`config.mk`:
```
export PLATFORM = sky130hd
export DESIGN_NAME = tri_setup
export DESIGN_NICKNAME = d
export VERILOG_FILES = /design/src/rtl/tri_pkg.sv /design/src/rtl/tri_bbox.sv /design/src/rtl/tri_setup.sv
export SDC_FILE = /design/constraint.sdc
export NUM_CORES = 2
export LEC_CHECK = 0
export CORE_ASPECT_RATIO = 0.8
export CORE_MARGIN = 2
export CORE_UTILIZATION = 35
export DETAILED_ROUTE_END_ITERATION = 7
export PLACE_DENSITY_LB_ADDON = 0.08
export SLEW_MARGIN = 20
export SYNTH_ARGS = -nofsm -noshare
export SYNTH_HDL_FRONTEND = slang
export SYNTH_SLANG_ARGS = --single-unit
```
`constraint.sdc`:
```
create_clock -name clk -period 24.9 [get_ports clk]
set_clock_uncertainty 0.05 [all_clocks]
set_input_delay 2.49 -clock clk [delete_from_list [all_inputs] [get_ports clk]]
set_output_delay 2.49 -clock clk [all_outputs]
set_load 0.01 [all_outputs]
```
`src/rtl/tri_pkg.sv`:
```
// tri_pkg: shared state encoding and fixed-point widths for triangle setup.
package tri_pkg;
  typedef enum logic [2:0] {IDLE, MUL, COMBINE, ORIENT, DONE} state_t;
  localparam int FRAC_BITS = 4;
  localparam int AB_W = 17;
  localparam int C_W = 33;
  localparam int AREA_W = 35;
endpackage

```
`src/rtl/tri_bbox.sv`:
```
// tri_bbox: one-axis pixel bounds (floor of min, ceiling of max) clamped to the screen edge.
module tri_bbox
  import tri_pkg::*;
#(
  parameter int unsigned LIMIT = 639
) (
  input  logic [15:0] p0_i,
  input  logic [15:0] p1_i,
  input  logic [15:0] p2_i,
  output logic [9:0]  lo_o,
  output logic [9:0]  hi_o
);
  localparam logic [12:0] LIM = 13'(LIMIT);
  logic [15:0] mn01, mx01, mn, mx;
  logic [16:0] up;
  logic [12:0] lo, hi;
  always_comb begin
    mn01 = p0_i < p1_i ? p0_i : p1_i;
    mx01 = p0_i < p1_i ? p1_i : p0_i;
    mn = mn01 < p2_i ? mn01 : p2_i;
    mx = mx01 < p2_i ? p2_i : mx01;
    up = {1'b0, mx} + 17'd15;
    lo = 13'(mn >> FRAC_BITS);
    hi = 13'(up >> FRAC_BITS);
    lo_o = lo > LIM ? LIM[9:0] : lo[9:0];
    hi_o = hi > LIM ? LIM[9:0] : hi[9:0];
  end
endmodule

```
`src/rtl/tri_setup.sv`:
```
// tri_setup: captures three vertices and produces normalised edge equations,
// doubled area and a clamped pixel bounding box using one shared multiplier.
module tri_setup
  import tri_pkg::*;
#(
  parameter int SCREEN_W = 640,
  parameter int SCREEN_H = 480
) (
  input  logic                     clk,
  input  logic                     reset_n,
  input  logic                     start,
  input  logic [15:0]              v1x,
  input  logic [15:0]              v1y,
  input  logic [15:0]              v2x,
  input  logic [15:0]              v2y,
  input  logic [15:0]              v3x,
  input  logic [15:0]              v3y,
  output logic                     busy,
  output logic                     done,
  output logic signed [AB_W-1:0]   a0,
  output logic signed [AB_W-1:0]   a1,
  output logic signed [AB_W-1:0]   a2,
  output logic signed [AB_W-1:0]   b0,
  output logic signed [AB_W-1:0]   b1,
  output logic signed [AB_W-1:0]   b2,
  output logic signed [C_W-1:0]    c0,
  output logic signed [C_W-1:0]    c1,
  output logic signed [C_W-1:0]    c2,
  output logic signed [AREA_W-1:0] area,
  output logic                     flipped,
  output logic                     degenerate,
  output logic [9:0]               bb_xmin,
  output logic [9:0]               bb_xmax,
  output logic [9:0]               bb_ymin,
  output logic [9:0]               bb_ymax
);
  state_t state_q, state_d;
  logic [2:0] idx_q;
  logic [15:0] vx [3], vy [3], x_q [3], y_q [3];
  logic signed [AB_W-1:0] wa_q [3], wb_q [3], ao_q [3], bo_q [3];
  logic signed [C_W-1:0] wc_q [3], co_q [3], c_d [3];
  logic signed [AREA_W-1:0] war_q, area_q, ar_d;
  logic [5:0][31:0] p_q;
  logic [15:0] ma, mb;
  logic [31:0] prod;
  logic flip_q, degen_q, neg;
  logic [9:0] xmin_q, xmax_q, ymin_q, ymax_q, bx_lo, bx_hi, by_lo, by_hi;
  assign vx = '{v1x, v2x, v3x};
  assign vy = '{v1y, v2y, v3y};
  assign neg = war_q[AREA_W-1];
  always_comb begin
    state_d = state_q;
    case (state_q)
      IDLE:    state_d = start ? MUL : IDLE;
      MUL:     state_d = idx_q == 3'd5 ? COMBINE : MUL;
      COMBINE: state_d = ORIENT;
      ORIENT:  state_d = DONE;
      default: state_d = IDLE;
    endcase
    busy = state_q != IDLE;
    done = state_q == DONE;
  end
  // Fixed product order: MUL0..MUL5 = x1y2, x2y1, x2y3, x3y2, x3y1, x1y3
  always_comb begin
    case (idx_q)
      3'd0:    {ma, mb} = {x_q[0], y_q[1]};
      3'd1:    {ma, mb} = {x_q[1], y_q[0]};
      3'd2:    {ma, mb} = {x_q[1], y_q[2]};
      3'd3:    {ma, mb} = {x_q[2], y_q[1]};
      3'd4:    {ma, mb} = {x_q[2], y_q[0]};
      default: {ma, mb} = {x_q[0], y_q[2]};
    endcase
    prod = 32'(ma) * 32'(mb);
  end
  // After six shifts the oldest product (MUL0) sits in p_q[5]
  always_comb begin
    c_d[0] = $signed({1'b0, p_q[5]}) - $signed({1'b0, p_q[4]});
    c_d[1] = $signed({1'b0, p_q[3]}) - $signed({1'b0, p_q[2]});
    c_d[2] = $signed({1'b0, p_q[1]}) - $signed({1'b0, p_q[0]});
    ar_d = AREA_W'(c_d[0]) + AREA_W'(c_d[1]) + AREA_W'(c_d[2]);
  end
  tri_bbox #(.LIMIT(SCREEN_W - 1)) u_bbx (
    .p0_i(x_q[0]), .p1_i(x_q[1]), .p2_i(x_q[2]), .lo_o(bx_lo), .hi_o(bx_hi)
  );
  tri_bbox #(.LIMIT(SCREEN_H - 1)) u_bby (
    .p0_i(y_q[0]), .p1_i(y_q[1]), .p2_i(y_q[2]), .lo_o(by_lo), .hi_o(by_hi)
  );
  always_ff @(posedge clk or negedge reset_n) begin
    if (!reset_n) begin
      state_q <= IDLE;
      idx_q <= '0;
      p_q <= '0;
      war_q <= '0;
      area_q <= '0;
      flip_q <= 1'b0;
      degen_q <= 1'b0;
      xmin_q <= '0;
      xmax_q <= '0;
      ymin_q <= '0;
      ymax_q <= '0;
      for (int i = 0; i < 3; i++) begin
        x_q[i] <= '0;
        y_q[i] <= '0;
        wa_q[i] <= '0;
        wb_q[i] <= '0;
        wc_q[i] <= '0;
        ao_q[i] <= '0;
        bo_q[i] <= '0;
        co_q[i] <= '0;
      end
    end else begin
      state_q <= state_d;
      if (state_q == IDLE && start) begin
        for (int i = 0; i < 3; i++) begin
          x_q[i] <= vx[i];
          y_q[i] <= vy[i];
          wa_q[i] <= $signed({1'b0, vy[i]}) - $signed({1'b0, vy[(i + 1) % 3]});
          wb_q[i] <= $signed({1'b0, vx[(i + 1) % 3]}) - $signed({1'b0, vx[i]});
        end
      end
      if (state_q == MUL) begin
        p_q <= {p_q[4:0], prod};
        idx_q <= idx_q == 3'd5 ? 3'd0 : idx_q + 3'd1;
      end
      if (state_q == COMBINE) begin
        wc_q <= c_d;
        war_q <= ar_d;
      end
      if (state_q == ORIENT) begin
        for (int i = 0; i < 3; i++) begin
          ao_q[i] <= neg ? -wa_q[i] : wa_q[i];
          bo_q[i] <= neg ? -wb_q[i] : wb_q[i];
          co_q[i] <= neg ? -wc_q[i] : wc_q[i];
        end
        area_q <= neg ? -war_q : war_q;
        flip_q <= neg;
        degen_q <= war_q == '0;
        xmin_q <= bx_lo;
        xmax_q <= bx_hi;
        ymin_q <= by_lo;
        ymax_q <= by_hi;
      end
    end
  end
  assign {a0, a1, a2} = {ao_q[0], ao_q[1], ao_q[2]};
  assign {b0, b1, b2} = {bo_q[0], bo_q[1], bo_q[2]};
  assign {c0, c1, c2} = {co_q[0], co_q[1], co_q[2]};
  assign area = area_q;
  assign flipped = flip_q;
  assign degenerate = degen_q;
  assign {bb_xmin, bb_xmax, bb_ymin, bb_ymax} = {xmin_q, xmax_q, ymin_q, ymax_q};
endmodule

```
After elaboration in Yosys (flattened, before gate mapping):

Cells that the tools add are included.

* add/subtract/negate cells: 24
* $mul: 1
* divide/modulo/power cells: 0
* magnitude comparators: 10
* eq/ne operators: 9
* shifts and indexed selects: 0
* mux-type cells: 28
* bitwise operators: 0
* reduce and logical (&&, ||, !) cells: 9

Operator list (number)
* two-way mux 16 bit: 8
* two-way mux 17 bit: 6
* negator 17 bit: 6
* subtractor 16 x 16 -> 17 bit: 6
* two-way mux 33 bit: 3
* negator 33 bit: 3
* subtractor 32 x 32 -> 33 bit: 3
* less-than comparator 16 bit: 6
* case mux 16 bit (2 select lines): 2
* two-way mux 10 bit: 4
* adder 34 x 33 -> 35 bit: 1
* logical NOT 35 bit: 1
* two-way mux 35 bit: 1
* negator 35 bit: 1
* adder 16 x 4 -> 17 bit, second input constant: 2
* adder 33 x 33 -> 34 bit: 1
* multiplier 16 x 16 -> 32 bit: 1
* greater-than comparator 13 x 10 -> 1 bit, second input constant: 1
* greater-than comparator 13 x 9 -> 1 bit, second input constant: 1
* equality test 3 x 2 -> 1 bit, second input constant: 4
* greater-than comparator 12 x 10 -> 1 bit, second input constant: 1
* greater-than comparator 12 x 9 -> 1 bit, second input constant: 1
* case mux 3 bit (4 select lines): 1
* equality test 3 bit, second input constant: 3
* 9 further kinds: 14

* register bits: 808
* bits in latches: 0
* RAM bits: 0
* ROM bits: 0
* bits of input ports: 99
* output and inout bits: 280
* logic and storage cells: 121
* memories kept: 0

Logic depth before layout (Yosys ltp):

* depth in word-level cells: 7
* depth in mapped cells: 35
* mapped depth without buffers: 31

By module:

A second synthesis with hierarchy kept.

* cells, all modules: 6583
* area total of the unflattened synthesis: 58187.1 um^2

Modules (own cells, without submodules)
* tri_setup: instances 1, cells each 5880, area each 53187.3 um^2, sequential area each 20219.4 um^2
* tri_bbox (u_bbx): instances 1, cells each 360, area each 2538.7 um^2, sequential area each 0.0 um^2
* tri_bbox (u_bby): instances 1, cells each 343, area each 2461.1 um^2, sequential area each 0.0 um^2

Worst setup path before layout:

Ideal clock, no wire load.

* path kind: reg2reg
* start point: register idx_q[0]
* end point: register p_q[31] in the netlist's numbering
* setup time: 0.120 ns
* data arrival time: 7.967 ns
* data required time: 24.730 ns
* path slack: 16.763 ns
* cell stages (with the launch flop): 31
* buffers on the path: 4
* period minus slack after synthesis: 8.137 ns
* path through: dfrtp_1 -> clkbuf_1 -> nor2_1 -> nand2_1 -> nand2b_1 -> clkbuf_1 -> clkbuf_1 -> a22oi_1 -> a21oi_1 -> clkbuf_1 -> nand2_1 -> fa_1 -> fa_1 -> inv_1 -> fa_1 -> fa_1 -> fa_1 -> inv_1 -> fa_1 -> inv_1 -> ha_1 -> a21o_1 -> a21o_1 -> a21oi_1 -> o21ai_0 -> or3_1 -> a211oi_1 -> nor3_1 -> o31a_1 -> or3_1 -> a31o_2

* word-level cells in the longest chain between the ends: 4
* elaborated cells between the ends (all ways): 12
* those cells by class: mul (1); eq/ne (4); mux (2); reduce/logical (5)

Ends and longest elaborated chain
* from (decl): line tri_setup.sv:38 `logic [2:0] idx_q;`
* from (signal assigned): line tri_setup.sv:123 `idx_q <= idx_q == 3'd5 ? 3'd0 : idx_q + 3'd1;`
* equality test 3 bit (tied with other cells): line tri_setup.sv:65 `case (idx_q)`
* OR reduction 2 bit (no source line)
* case mux 16 bit (2 select lines): line tri_setup.sv:65
* multiplier 16 x 16 -> 32 bit (*): line tri_setup.sv:73 `prod = 32'(ma) * 32'(mb);`
* to (signal assigned): line tri_setup.sv:122 `p_q <= {p_q[4:0], prod};`
* to (decl): line tri_setup.sv:43 `logic [5:0][31:0] p_q;`

Mark *: on every way between the ends. The rest lies on a longest branch, timed or not.
A chain may end at the register's enable or synchronous reset.

Worst setup path after layout:

* start point: register idx_q[1]
* end point: register p_q[31] in the netlist's numbering

Same word-level chain as after synthesis.

==> results.cfg <==
[setup_path]
critPathBufInv = 4
r2r_slack_ns = 15.38
startpoint = idx_q[1]
r2r-end = p_q[31]
required_ns = 25.43
cp_max_fo = 23
r2r-start = idx_q[1]
path_delay_family = adder cells
slowest_delay_ns = 0.86
worst_ep_arrival_time_ns = 10.05
reg2regPathDepth = 27
path_class = register to register
cpMostUsedCell = fa_1
end_kind = register
cp-start-kind = register
cpMaxStageDelayCell = dfrtp_1

[logic_synthesis]
synth_xor_area_share_pct = 6.36
yosys.area.top_type = dfrtp_1
ys_warn_count = 0
synth.distinct_cells = 73
yosysSeqAreaShare_pct = 35.0
synth-compound-area-share_pct = 17.6
synth-seq-cells = 808
avgSynthCellArea_sq_um = 8.63
syn-instance-count = 6703
yosysTopAreaCellShare_pct = 35.0
synthFlopType = dfrtp_1
synth_top_family_by_area = compound AO/OA/AOI/OAI gates
synthAdderAreaFrac_pct = 17.5
netlist_area_sq_um = 57800
synth_area_leaders = dfrtp_1 (35%), ha_1 (9.3%), fa_1 (8.2%), nand2_1 (7.9%), o21ai_0 (7.4%)
yosys.area_share.simple_pct = 15.8
synth_nets = 7469
synthArstFlopShare_pct = 100
synthMuxAreaShare_pct = 1.88
synth_edf_count = 0

[clock_tree]
htreeDepth = 3
clkTransAtPathRegs_ns = 0.06
cts_tree = built
numCtsBuffers = 94
post_cts_resized = 0
cts_sinks = 808
clock_latency_ns = 0.74
cts_setup_buffers = 0
root_buffer = clkbuf_16
cts_buffer_depth = 3
cts.hold.buffers_added = 0

[die]
die_w_um = 459
die_h_um = 368
rows = 133
die-area_sq_um = 169000
ios = 379
start_util_pct = 35.2
coreArea_sq_um = 164000

[timing]
fin_tns_setup_ns = 0
drv_slew = 0
slew_headroom_pct = 25.3
tightest_slew_ns = 1.11
setup-violations-final = 0
finalCriticalPeriod_ns = 9.52
hold_viol_final = 0
fmax_ghz = 0.105
period_share_pct = 38.2
rsz0062_at_grt = no

[min_path]
hp-start = c1[19]
min_to = c1[19]
hold_path.class = register to register
hold_path_depth = 2

[detailed_routing]
drc = 0
routed_wl_um = 192000
antenna_left = 0
drt_iter0_drc = 3495
vias = 47600
firstDrtPassIters = 6
wire_per_inst_um = 20.9
vias_per_cell = 5.18

[placement]
numPortBuffers = 378
post_dp_cell_area_sq_um = 63900
dp_cells = 9032
hpwl_um = 153000
gp_congestion = 0.905

[flow_run]
max-cap-violations = 0

[final_layout]
drive_above_1_share_pct = 4.81
finalNonFillerCells = 9206
fin_nets = 7735
postLayoutCellArea_sq_um = 67100
area_growth_pct = 16.1

[outcome]
outcome = finished, final reports clean

[global_route]
grt_max_degree = 229
gr-total-overflow = 0
grt_pass1_vias = 46100
antenna_found_initial = 6
track_usage_pct = 22.7
grt_pass1_wl_um = 295000
area by class of cell:
class | count | area, sq um
antenna | 2 | 5.00
fill | 16500 | 97100
tap | 2160 | 2700
sequential | 808 | 20200
timing repair buffer | 444 | 4300
inverter | 629 | 2360
multi-input combinational | 4992 | 34300
clock buffer | 135 | 2740
clock inverter | 36 | 513
cell usage in the layout, fill, tap and decap left out, types with 53 or more instances in the layout:
master,count
a21o_1,99
a21oi_1,228
buf_4,64
clkbuf_16,96
clkdlybuf4s50_1,377
dfrtp_1,807
fa_1,237
ha_1,430
inv_1,626
mux2_2,53
nand2_1,1213
nand3_1,72
nor2_1,361
nor3_1,77
o21ai_0,860
o31ai_1,111
or3_1,74
xnor2_1,142
xor2_1,278
routing by layer:
metal	vias to the layer above	GRT usage, %	wire length [um]
met5	-	0	14
met4	2	4.91	4140
met3	169	2.94	8580
met2	1013	34.9	84700
met1	23200	33.9	95000
li1	23300	-	-
worst max path at each step:
stage	end	slack (ns)	cells past startpoint
finish	p_q[31]	15.38	27
floorplan	p_q[31]	16.76	30
detailed placement	p_q[31]	15.39	27
CTS	p_q[31]	15.38	27
global route	p_q[31]	14.79	27
global placement	p_q[31]	15.56	27
state kept, by name, summed over array words and instances, names as in the netlist, 17 cells and up:
name / cells
b2: 17
y_q: 48
c1: 33
wa_q: 51
x_q: 48
area: 35
wb_q: 51
wc_q: 99
war_q: 35
a0: 17
c2: 33
a2: 17
a1: 17
b0: 17
p_q: 192
b1: 17
c0: 33
metrics by stage:
step / utilization, % / hold slack, ns / setup slack [ns]
finish: 40.9 / 0.424 / 15.38
global route: 40.9 / 0.448 / 14.79
CTS: 40.9 / 0.433 / 15.38
detailed placement: 38.9 / 0.420 / 15.39
global placement: 38.9 / 0.413 / 15.56
floorplan: - / 0.399 / 16.76
cells by family after synthesis:
family,after synthesis
and+or+nand+nor,2102
xor gates and xnor gates,420
DFF,808
muxes,102
AOI/OAI and AO/OA,1701
adders and majority gates,667
buffers and inverters,903
cell usage after synthesis, drive strengths merged, types with 53 or more instances:
cell type	count
nand2	1214
o21ai	867
dfrtp	808
inv	628
ha	430
nor2	362
xor2	278
clkbuf	256
fa	237
a21oi	229
xnor2	142
o31ai	112
a21o	99
nor3	77
or3	75
nand3	72
mux2	53
tightest hold or removal path, cell delays in order, from the launching register on:
cell	delay, ns
dfrtp_1	0.34
nand2_1	0.04
o21ai_0	0.06
Power is not shown: default switching activity piles up to over one toggle a cycle in this logic, so the estimate is an artifact.
